==> config.mk <==
export PLATFORM = sky130hd
export DESIGN_NAME = countdown_controller_flat
export DESIGN_NICKNAME = d
export VERILOG_FILES = /design/src/rtl/countdown_controller_if.sv /design/src/rtl/countdown_controller.sv /design/src/flat_wrapper.sv
export SDC_FILE = /design/constraint.sdc
export NUM_CORES = 1
export LEC_CHECK = 0
export CAP_MARGIN = 20
export CORE_MARGIN = 3
export CORE_UTILIZATION = 30
export DETAILED_ROUTE_END_ITERATION = 10
export GPL_ROUTABILITY_DRIVEN = 0
export GPL_TIMING_DRIVEN = 0
export SYNTH_ARGS = -nofsm -noshare
export SYNTH_HDL_FRONTEND = slang
export SYNTH_SLANG_ARGS = --single-unit
==> constraint.sdc <==
create_clock -name clk -period 2.5 [get_ports clk]
set_input_delay 0.625 -clock clk [delete_from_list [all_inputs] [get_ports clk]]
set_output_delay 0.625 -clock clk [all_outputs]
set_load 0.01 [all_outputs]
==> src/rtl/countdown_controller_if.sv <==
// rtl/countdown_controller_if.sv - command/status bundle between front panel and countdown controller
interface countdown_controller_if #(
    parameter int TIME_W = 12,
    parameter int MODE_W = 4,
    parameter int STEP_W = 4
);
    logic [MODE_W-1:0] mode;
    logic              load;
    logic [TIME_W-1:0] load_time;
    logic              start;
    logic              pause;
    logic              cancel;
    logic [TIME_W-1:0] present_time;
    logic [STEP_W-1:0] counter_input;
    logic              counter_enable;
    logic              is_running;
    logic              done;
    logic              mode_err;

    modport master (
        output mode, load, load_time, start, pause, cancel,
        input  present_time, counter_input, counter_enable, is_running, done, mode_err
    );

    modport slave (
        input  mode, load, load_time, start, pause, cancel,
        output present_time, counter_input, counter_enable, is_running, done, mode_err
    );
endinterface

==> src/rtl/countdown_controller.sv <==
// rtl/countdown_controller.sv - prescaled countdown with start/pause/cancel/reload and done pulse
module countdown_controller #(
    parameter int                 TIME_W   = 12,
    parameter int                 MODE_W   = 4,
    parameter int                 STEP_W   = 4,
    parameter int                 TICK_DIV = 1000,
    parameter logic [MODE_W-1:0]  MODE_A   = 4'b0010,
    parameter int                 STEP_A   = 1,
    parameter logic [MODE_W-1:0]  MODE_B   = 4'b1010,
    parameter int                 STEP_B   = 5
) (
    input  logic                 clk,
    input  logic                 rst_n,
    countdown_controller_if.slave bus
);
    typedef enum logic [1:0] {S_IDLE, S_RUNNING, S_PAUSED, S_DONE} state_t;

    localparam int              PW         = (TICK_DIV > 1) ? $clog2(TICK_DIV) : 1;
    localparam logic [PW-1:0]   PRESC_LAST = PW'(TICK_DIV - 1);
    localparam logic [STEP_W-1:0] STEP_A_V = STEP_W'(STEP_A);
    localparam logic [STEP_W-1:0] STEP_B_V = STEP_W'(STEP_B);

    state_t            r_state;
    logic [TIME_W-1:0] r_time;
    logic [PW-1:0]     r_presc;
    logic [STEP_W-1:0] r_step;
    logic [STEP_W-1:0] r_cnt_in;
    logic              r_cnt_en;
    logic              r_is_run;
    logic              r_done;
    logic              r_mode_err;

    logic [TIME_W:0]   w_diff;
    logic              w_sat;
    logic              w_tick;

    // One extra bit catches underflow; time <= step means the next tick lands on zero.
    assign w_diff = {1'b0, r_time} - {{(TIME_W + 1 - STEP_W){1'b0}}, r_step};
    assign w_sat  = w_diff[TIME_W] || (w_diff == '0);
    assign w_tick = (r_presc == PRESC_LAST);

    always_ff @(posedge clk) begin
        if (!rst_n) begin
            r_state    <= S_IDLE;
            r_time     <= '0;
            r_presc    <= '0;
            r_step     <= '0;
            r_cnt_in   <= '0;
            r_cnt_en   <= 1'b0;
            r_is_run   <= 1'b0;
            r_done     <= 1'b0;
            r_mode_err <= 1'b0;
        end else begin
            r_done     <= 1'b0;
            r_mode_err <= 1'b0;
            if (bus.cancel) begin
                r_state  <= S_IDLE;
                r_time   <= '0;
                r_presc  <= '0;
                r_step   <= '0;
                r_cnt_in <= '0;
                r_cnt_en <= 1'b0;
                r_is_run <= 1'b0;
            end else begin
                case (r_state)
                    S_IDLE: begin
                        if (bus.load) begin
                            r_time <= bus.load_time;
                        end else if (bus.start && (r_time != '0)) begin
                            if (bus.mode == MODE_A || bus.mode == MODE_B) begin
                                r_step   <= (bus.mode == MODE_A) ? STEP_A_V : STEP_B_V;
                                r_cnt_in <= (bus.mode == MODE_A) ? STEP_A_V : STEP_B_V;
                                r_presc  <= '0;
                                r_state  <= S_RUNNING;
                                r_cnt_en <= 1'b1;
                                r_is_run <= 1'b1;
                            end else begin
                                r_mode_err <= 1'b1;
                            end
                        end
                    end
                    S_RUNNING: begin
                        if (bus.pause) begin
                            r_state  <= S_PAUSED;
                            r_cnt_en <= 1'b0;
                        end else if (w_tick) begin
                            r_presc <= '0;
                            if (w_sat) begin
                                r_time   <= '0;
                                r_state  <= S_DONE;
                                r_done   <= 1'b1;
                                r_cnt_in <= '0;
                                r_cnt_en <= 1'b0;
                                r_is_run <= 1'b0;
                            end else begin
                                r_time <= w_diff[TIME_W-1:0];
                            end
                        end else begin
                            r_presc <= r_presc + 1'b1;
                        end
                    end
                    S_PAUSED: begin
                        if (bus.start) begin
                            r_state  <= S_RUNNING;
                            r_cnt_en <= 1'b1;
                        end
                    end
                    S_DONE: begin
                        r_step  <= '0;
                        r_state <= S_IDLE;
                    end
                    default: r_state <= S_IDLE;
                endcase
            end
        end
    end

    assign bus.present_time   = r_time;
    assign bus.counter_input  = r_cnt_in;
    assign bus.counter_enable = r_cnt_en;
    assign bus.is_running     = r_is_run;
    assign bus.done           = r_done;
    assign bus.mode_err       = r_mode_err;
endmodule
==> src/flat_wrapper.sv <==
// flat-port wrapper written by rule: the top's interface ports become plain ports
module countdown_controller_flat 
#(
    parameter int                 TIME_W   = 12,
    parameter int                 MODE_W   = 4,
    parameter int                 STEP_W   = 4,
    parameter int                 TICK_DIV = 1000,
    parameter logic [MODE_W-1:0]  MODE_A   = 4'b0010,
    parameter int                 STEP_A   = 1,
    parameter logic [MODE_W-1:0]  MODE_B   = 4'b1010,
    parameter int                 STEP_B   = 5
)
  (clk, rst_n, bus_mode, bus_load, bus_load_time, bus_start, bus_pause, bus_cancel, bus_present_time, bus_counter_input, bus_counter_enable, bus_is_running, bus_done, bus_mode_err);
  countdown_controller_if #(.TIME_W(TIME_W), .MODE_W(MODE_W), .STEP_W(STEP_W)) bus_i ();
  input  logic clk;
  input  logic rst_n;
  input wire logic [$bits(bus_i.mode)-1:0] bus_mode;
  input wire logic [$bits(bus_i.load)-1:0] bus_load;
  input wire logic [$bits(bus_i.load_time)-1:0] bus_load_time;
  input wire logic [$bits(bus_i.start)-1:0] bus_start;
  input wire logic [$bits(bus_i.pause)-1:0] bus_pause;
  input wire logic [$bits(bus_i.cancel)-1:0] bus_cancel;
  output wire logic [$bits(bus_i.present_time)-1:0] bus_present_time;
  output wire logic [$bits(bus_i.counter_input)-1:0] bus_counter_input;
  output wire logic [$bits(bus_i.counter_enable)-1:0] bus_counter_enable;
  output wire logic [$bits(bus_i.is_running)-1:0] bus_is_running;
  output wire logic [$bits(bus_i.done)-1:0] bus_done;
  output wire logic [$bits(bus_i.mode_err)-1:0] bus_mode_err;
  assign bus_i.mode = bus_mode;
  assign bus_i.load = bus_load;
  assign bus_i.load_time = bus_load_time;
  assign bus_i.start = bus_start;
  assign bus_i.pause = bus_pause;
  assign bus_i.cancel = bus_cancel;
  assign bus_present_time = bus_i.present_time;
  assign bus_counter_input = bus_i.counter_input;
  assign bus_counter_enable = bus_i.counter_enable;
  assign bus_is_running = bus_i.is_running;
  assign bus_done = bus_i.done;
  assign bus_mode_err = bus_i.mode_err;
  countdown_controller #(.TIME_W(TIME_W), .MODE_W(MODE_W), .STEP_W(STEP_W), .TICK_DIV(TICK_DIV), .MODE_A(MODE_A), .STEP_A(STEP_A), .MODE_B(MODE_B), .STEP_B(STEP_B)) u_core (.clk(clk), .rst_n(rst_n), .bus(bus_i));
endmodule
==> results of run 1 <==
cell families after synthesis:
kind of cell / count (synthesis) / synth area share
xor gates and xnor gates: 12 / 0.0557
and+or+nand+nor: 101 / 0.304
other: 1 / 0.00199
AOI/OAI and AO/OA: 52 / 0.213
buffers and inverters: 21 / 0.0537
muxes: 3 / 0.0159
adders and majority gates: 4 / 0.0265
DFF: 31 / 0.329
report_power, final:
part	leakage, nW	internal [mW]	total, mW	switching [mW]
combinational	0.582	0.0925	0.183	0.0905
sequential	0.251	0.502	0.516	0.0137
clock	0.0644	0.398	0.608	0.211
cell type report:
cell class                 count  area share
buffer                        13      0.0283
clock buffer                   5      0.0273
clock inverter                 3      0.0268
inverter                       8      0.0119
multi-input combinational    174       0.467
sequential                    31       0.247
tap                           75      0.0372
timing repair buffer          39       0.155
worst max-delay path, stage by stage:
cell and delay, ps:
clkdlybuf4s50_1 510, o41ai_2 700, buf_2 370, mux2i_1 210, a21oi_1 80
state kept, by name (all words and copies together), names as in the netlist:
register	flops
u_core.r_state	2
u_core.bus.done	1
u_core.r_step	2
u_core.bus.counter_input	2
u_core.bus.present_time	12
u_core.r_presc	10
u_core.bus.mode_err	1
u_core.bus.counter_enable	1
worst min path at each step:
stage,start,end,slack (ps),depth (start not counted)
after CTS,u_core.r_step[0],u_core.r_step[0],480,2
after global routing,u_core.r_step[2],u_core.r_step[2],510,2
after floorplan,u_core.r_step[0],u_core.r_step[0],440,2
final,u_core.r_step[0],u_core.r_step[0],470,2
after global placement,u_core.r_step[0],u_core.r_step[0],460,2
after detailed placement,u_core.r_step[0],u_core.r_step[0],470,2
cells in the final DEF, fill, tap and decap left out, types with 4 or more instances in the layout:
cell type / count
xnor2_1: 9
a22o_1: 4
clkbuf_8: 5
nand2b_1: 4
nor2_1: 31
clkbuf_1: 4
nand4_1: 5
nand2_1: 19
inv_1: 8
dfxtp_1: 30
ha_1: 4
clkdlybuf4s50_1: 39
nand3_1: 11
o21ai_0: 5
a21oi_1: 14
layer usage:
layer | GRT usage | share of wire | vias up | wire length [microns]
li1 | - | - | 911 | -
met1 | 0.180 | 0.47 | 836 | 2290
met2 | 0.225 | 0.47 | 47 | 2270
met3 | 0.0340 | 0.060 | 2 | 292
met4 | 0.0302 | 0.0055 | 0 | 27
met5 | 0 | 0 | - | 0
metrics by stage:
step | total power, mW | area, sq um | TNS (ps) | util | worst slack, ps
2_1_floorplan | 0.630 | 1890 | 0 | - | 284
3_3_place_gp | 0.709 | 2370 | -1460 | 0.396 | -151
3_5_place_dp | 0.709 | 2370 | -1390 | 0.396 | -128
4_1_cts | 1.32 | 2510 | 0 | 0.419 | 84.8
5_1_grt | 1.37 | 2520 | 0 | 0.421 | 16.1
6_report | 1.31 | 2520 | 0 | 0.421 | 157
==> impl_metrics.csv, run 1 <==
group,metric,value,unit
run_status,status,"finished clean",
synthesis,synth_area,1890,sq um
die,ios,42,
global_routing,grt_pass1_wl,8030,microns
power,p_per_area,518,nW/um^2
clock_network,post_cts_resized,0,
final_layout,n_fill_cell,601,
synthesis,synth_commonest_cells,"dfxtp_1 (31), nor2_1 (31), nand2_1 (20)",
clock_network,cts_setup_buffers,0,
critical_path,rr_worst_depth,10,
synthesis,yosys-top-cells-area,"dfxtp_1 (33%), nor2_1 (6.2%), xnor2_1 (4.2%), nand2_1 (4.0%), a21oi_1 (3.7%)",
synthesis,syn_avg_cell_area,8.39,sq um
die,num_rows,28,
critical_path,critical_path_class,"primary input to flop",
clock_network,worstSkewPairLatency,290,ps
sta,hold_violations,0,
synthesis,yosysSeqAreaShare,0.329,
final_layout,multiInputGateArea,1180,sq um
global_routing,grtUsageTotal,0.136,
power,power.static_leakage,0.898,nW
global_routing,antenna_found_initial,0,
placed_design,dp.cells,340,
global_routing,grt.overflow.total,0,
final_layout,nets,298,
clock_network,clk_pin_slew,70,ps
critical_path,r2r_slack,170,ps
sta,max_clock_freq,427,MHz
critical_path,required,2650,ps
synthesis,netlist-cell-type-count,59,
sta,rsz0062_at_grt,"false",
critical_path,crit_start,"bus_pause",
synthesis,synth_edf_count,0,
sta,tightest_slew,651,ps
min_path,holdCritPathClass,"flop to flop",
final_layout,layout.area.seq,622,sq um
final_layout,diodes,0,
critical_path,cp-endpoint,"u_core.bus.present_time[5]",
global_routing,grt_pass1_vias,1641,
synthesis,yosysTopAreaCell,"dfxtp_1",
drt,drtAntennaViolNets,0,
drt,wl,4880,microns
drt,drtIter0Drc,77,
power,ir_worst_vdd,0.385,mV
synthesis,async_flop_share,0,
sta,whs,474,ps
final_layout,syn_to_final_growth,33.7,%
die,die_h,85.3,microns
critical_path,rr_endpoint,"u_core.bus.present_time[0]",
drt,vias,1796,
critical_path,arrival,2500,ps
drt,vias_per_cell,5.16,
clock_network,cts-root-buf,"clkbuf_8",
clock_network,clkSinkCount,31,
die,dieArea,7280,sq um
final_layout,stdcell_count,348,
final_layout,final_layout_size_suffix_gt1_frac,0.128,
clock_network,cts_tree,"done",
synthesis,ys_ff_latch,31,
placed_design,numPortBuffers,39,
sta,timing.slew.headroom,0.561,
drt,drc,0,
clock_network,clockBufferDepth,2,
die,die_w,85.3,microns
critical_path,path_max_fanout,10,
clock_network,hold_buffers,0,
die,core,5990,sq um
global_routing,grt_max_degree,12,
critical_path,r2r-start,"u_core.bus.present_time[0]",
clock_network,numCtsBuffers,5,
sta,setup_viol,0,
sta,period_share,0.937,
die,floorplan.initialDensity,0.315,
sta,final_max_slew_viol_count,0,
placed_design,hpwlAfterDp,3640,microns
synthesis,yosys.area.top_type_share,0.329,
synthesis,yosys_warnings,0,
critical_path,crit_path_end_kind,"flop",
synthesis,synth_ff_type,"dfxtp_1",
critical_path,startpoint_type,"primary input",
sta,fin_crit,2340,ps
drt,wire_per_inst,14.0,microns
synthesis,synthCells,225,
sta,finClkSkew,13.4,ps
drt,first_pass_iters,4,
clock_network,cts_max_level,2,
job,drv_cap,0,
(Power assumes the default switching activity.)
==> run 2: changes to the inputs <==
--- a/config.mk
+++ b/config.mk
@@ -11,6 +11,7 @@
 export DETAILED_ROUTE_END_ITERATION = 10
 export GPL_ROUTABILITY_DRIVEN = 0
 export GPL_TIMING_DRIVEN = 0
+export RECOVER_POWER = 100
 export SYNTH_ARGS = -nofsm -noshare
 export SYNTH_HDL_FRONTEND = slang
 export SYNTH_SLANG_ARGS = --single-unit
==> run 2 against run 1 <==
  * Non-clock buffer count unchanged
  * Worst hold slack got worse by 0.63 ps
  * Critical endpoint is now u_core.r_presc[8]
  * Wire length barely moved
  * Critical path depth up 3
  * Cell area shrank 1.0%
  * Sequential power about the same
  * Worst setup slack worse by 38 ps
  * Cell count unchanged
==> impl_metrics.csv, run 2 (synthesis gave the netlist of run 1 again) <==
group,metric,value,unit
run_status,status,"finished clean",
placed_design,numPortBuffers,39,
placed_design,hpwlAfterDp,3640,microns
final_layout,final_common_cell,"nor2_1",
die,floorplan.initialDensity,0.315,
placed_design,place_ws,-128,ps
sta,whs,473,ps
power,p_seq_frac,0.397,
drt,wire_per_inst,14.0,microns
final_layout,nets,298,
drt,drtIter0Drc,64,
sta,hold_violations,0,
clock_network,numCtsBuffers,5,
clock_network,clockBufferDepth,2,
final_layout,diodes,0,
sta,finClkSkew,14.5,ps
power,pwr-share-clk,0.469,
critical_path,arrival,2550,ps
drt,wl,4880,microns
critical_path,crit_chain,"dlygate4sd3_1 > nand2b_1 > a41oi_2 > a31oi_1 > buf_6 > nor4b_4 > xnor2_1 > nor2_1",
critical_path,rr_worst_depth,10,
global_routing,grt_pass1_vias,1641,
global_routing,antenna_found_initial,0,
global_routing,grt_pass1_wl,8030,microns
sta,fin_crit,2380,ps
clock_network,clk_pin_slew,80,ps
critical_path,critical-path-top-delay-family,"buffers and inverters",
power,pwr-share-comb,0.134,
final_layout,largest_reg_flops,12,
power,swShare,0.240,
drt,vias,1772,
sta,rsz0062_at_grt,"false",
power,intPower,0.988,mW
critical_path,slowest_stage,"dlygate4sd3_1",
power,power.static_leakage,0.953,nW
critical_path,crit_path_end_kind,"flop",
sta,fin_ws,119,ps
drt,first_pass_iters,4,
die,die_w,85.3,microns
critical_path,r2r-start,"u_core.bus.present_time[0]",
critical_path,crit_start,"bus_start",
final_layout,syn_to_final_growth,32.3,%
die,ios,42,
global_routing,grtUsageTotal,0.136,
drt,vias_per_cell,5.09,
final_layout,final_layout_size_suffix_gt1_frac,0.125,
clock_network,clkSinkCount,31,
min_path,holdCritPathClass,"flop to flop",
critical_path,crit_buf_inv,2,
power,p_per_area,521,nW/um^2
sta,final_max_slew_viol_count,0,
min_path,holdPathStages,2,
global_routing,grt_max_degree,12,
critical_path,required,2670,ps
drt,drtAntennaViolNets,0,
die,core,5990,sq um
clock_network,worstSkewPairLatency,290,ps
global_routing,grt.overflow.total,0,
die,die_h,85.3,microns
clock_network,cts_setup_buffers,0,
drt,drc,0,
clock_network,cts_tree,"done",
clock_network,cts_max_level,2,
critical_path,crit_cells,8,
critical_path,path_max_fanout,10,
clock_network,cts-root-buf,"clkbuf_8",
sta,setup_viol,0,
critical_path,slowest_delay,610,ps
die,num_rows,28,
die,dieArea,7280,sq um
min_path,hp-start,"u_core.r_step[0]",
power,ir_worst_vdd,0.384,mV
job,drv_cap,0,
final_layout,final_cell_mix,"nor2_1 (31), dfxtp_1 (30), dlygate4sd3_1 (20)",
sta,tightest_slew,667,ps
sta,period_share,0.953,
power,p_sw,0.313,mW
critical_path,critical_path_class,"primary input to flop",
sta,max_clock_freq,420,MHz
critical_path,startpoint_type,"primary input",
sta,timing.slew.headroom,0.550,
==> run 2: cell type report <==
cell class / count / area (sq um)
Clock inverter: 3 / 67.6
Clock buffer: 5 / 68.8
Fill cell: 604 / 3490
Multi-Input combinational cell: 174 / 1150
Tap cell: 75 / 93.8
Buffer: 13 / 71.3
Timing Repair Buffer: 39 / 390
Sequential cell: 31 / 622
Inverter: 8 / 30.0
==> run 2: final timing paths <==
| check | slack (ps) | to |
|---|---|---|
| worst max-delay path | 120 | u_core.r_presc[8] |
| worst min-delay path | 470 | u_core.r_step[0] |
| worst max register to register | 180 | u_core.bus.present_time[0] |
| worst min register to register | 470 | u_core.r_step[0] |
==> run 2: power groups by stage <==
| stage | logic [mW] | registers (mW) | clock network [mW] |
|---|---|---|---|
| 6_report | 0.175 | 0.516 | 0.610 |
| 5_1_grt | 0.192 | 0.518 | 0.647 |
| 4_1_cts | 0.182 | 0.516 | 0.619 |
| 3_5_place_dp | 0.181 | 0.527 | 0 |
| 3_3_place_gp | 0.181 | 0.527 | 0 |
| 2_1_floorplan | 0.102 | 0.529 | 0 |
==> run 2: per-stage QoR <==
stage	util	power, mW	instances	instance area [sq um]	TNS (ps)
floorplan	-	0.630	226	1890	0
global placement	0.396	0.709	340	2370	-1460
detailed placement	0.396	0.709	340	2370	-1390
CTS	0.419	1.32	348	2510	0
global route	0.417	1.36	348	2500	0
finish	0.417	1.30	348	2500	0
==> run 2: worst min-delay path, stage by stage, from the launching register on <==
cell and delay [ps]:
dfxtp_1 320, nand2_1 50, a21oi_1 50
==> run 2: timing repair <==
action | 4_1_cts | 5_1_grt
resized for setup | 0 | 4
hold buffers | 0 | 0
endpoints found under the setup margin | 0 | 7
==> run 2: routing by layer <==
| layer | vias to the layer above | wire length (microns) | track usage |
|---|---|---|---|
| met1 | 820 | 2330 | 0.180 |
| met2 | 39 | 2270 | 0.225 |
| met5 | - | 0 | 0 |
| met4 | 0 | 27 | 0.0302 |
| li1 | 911 | - | - |
| met3 | 2 | 255 | 0.0340 |
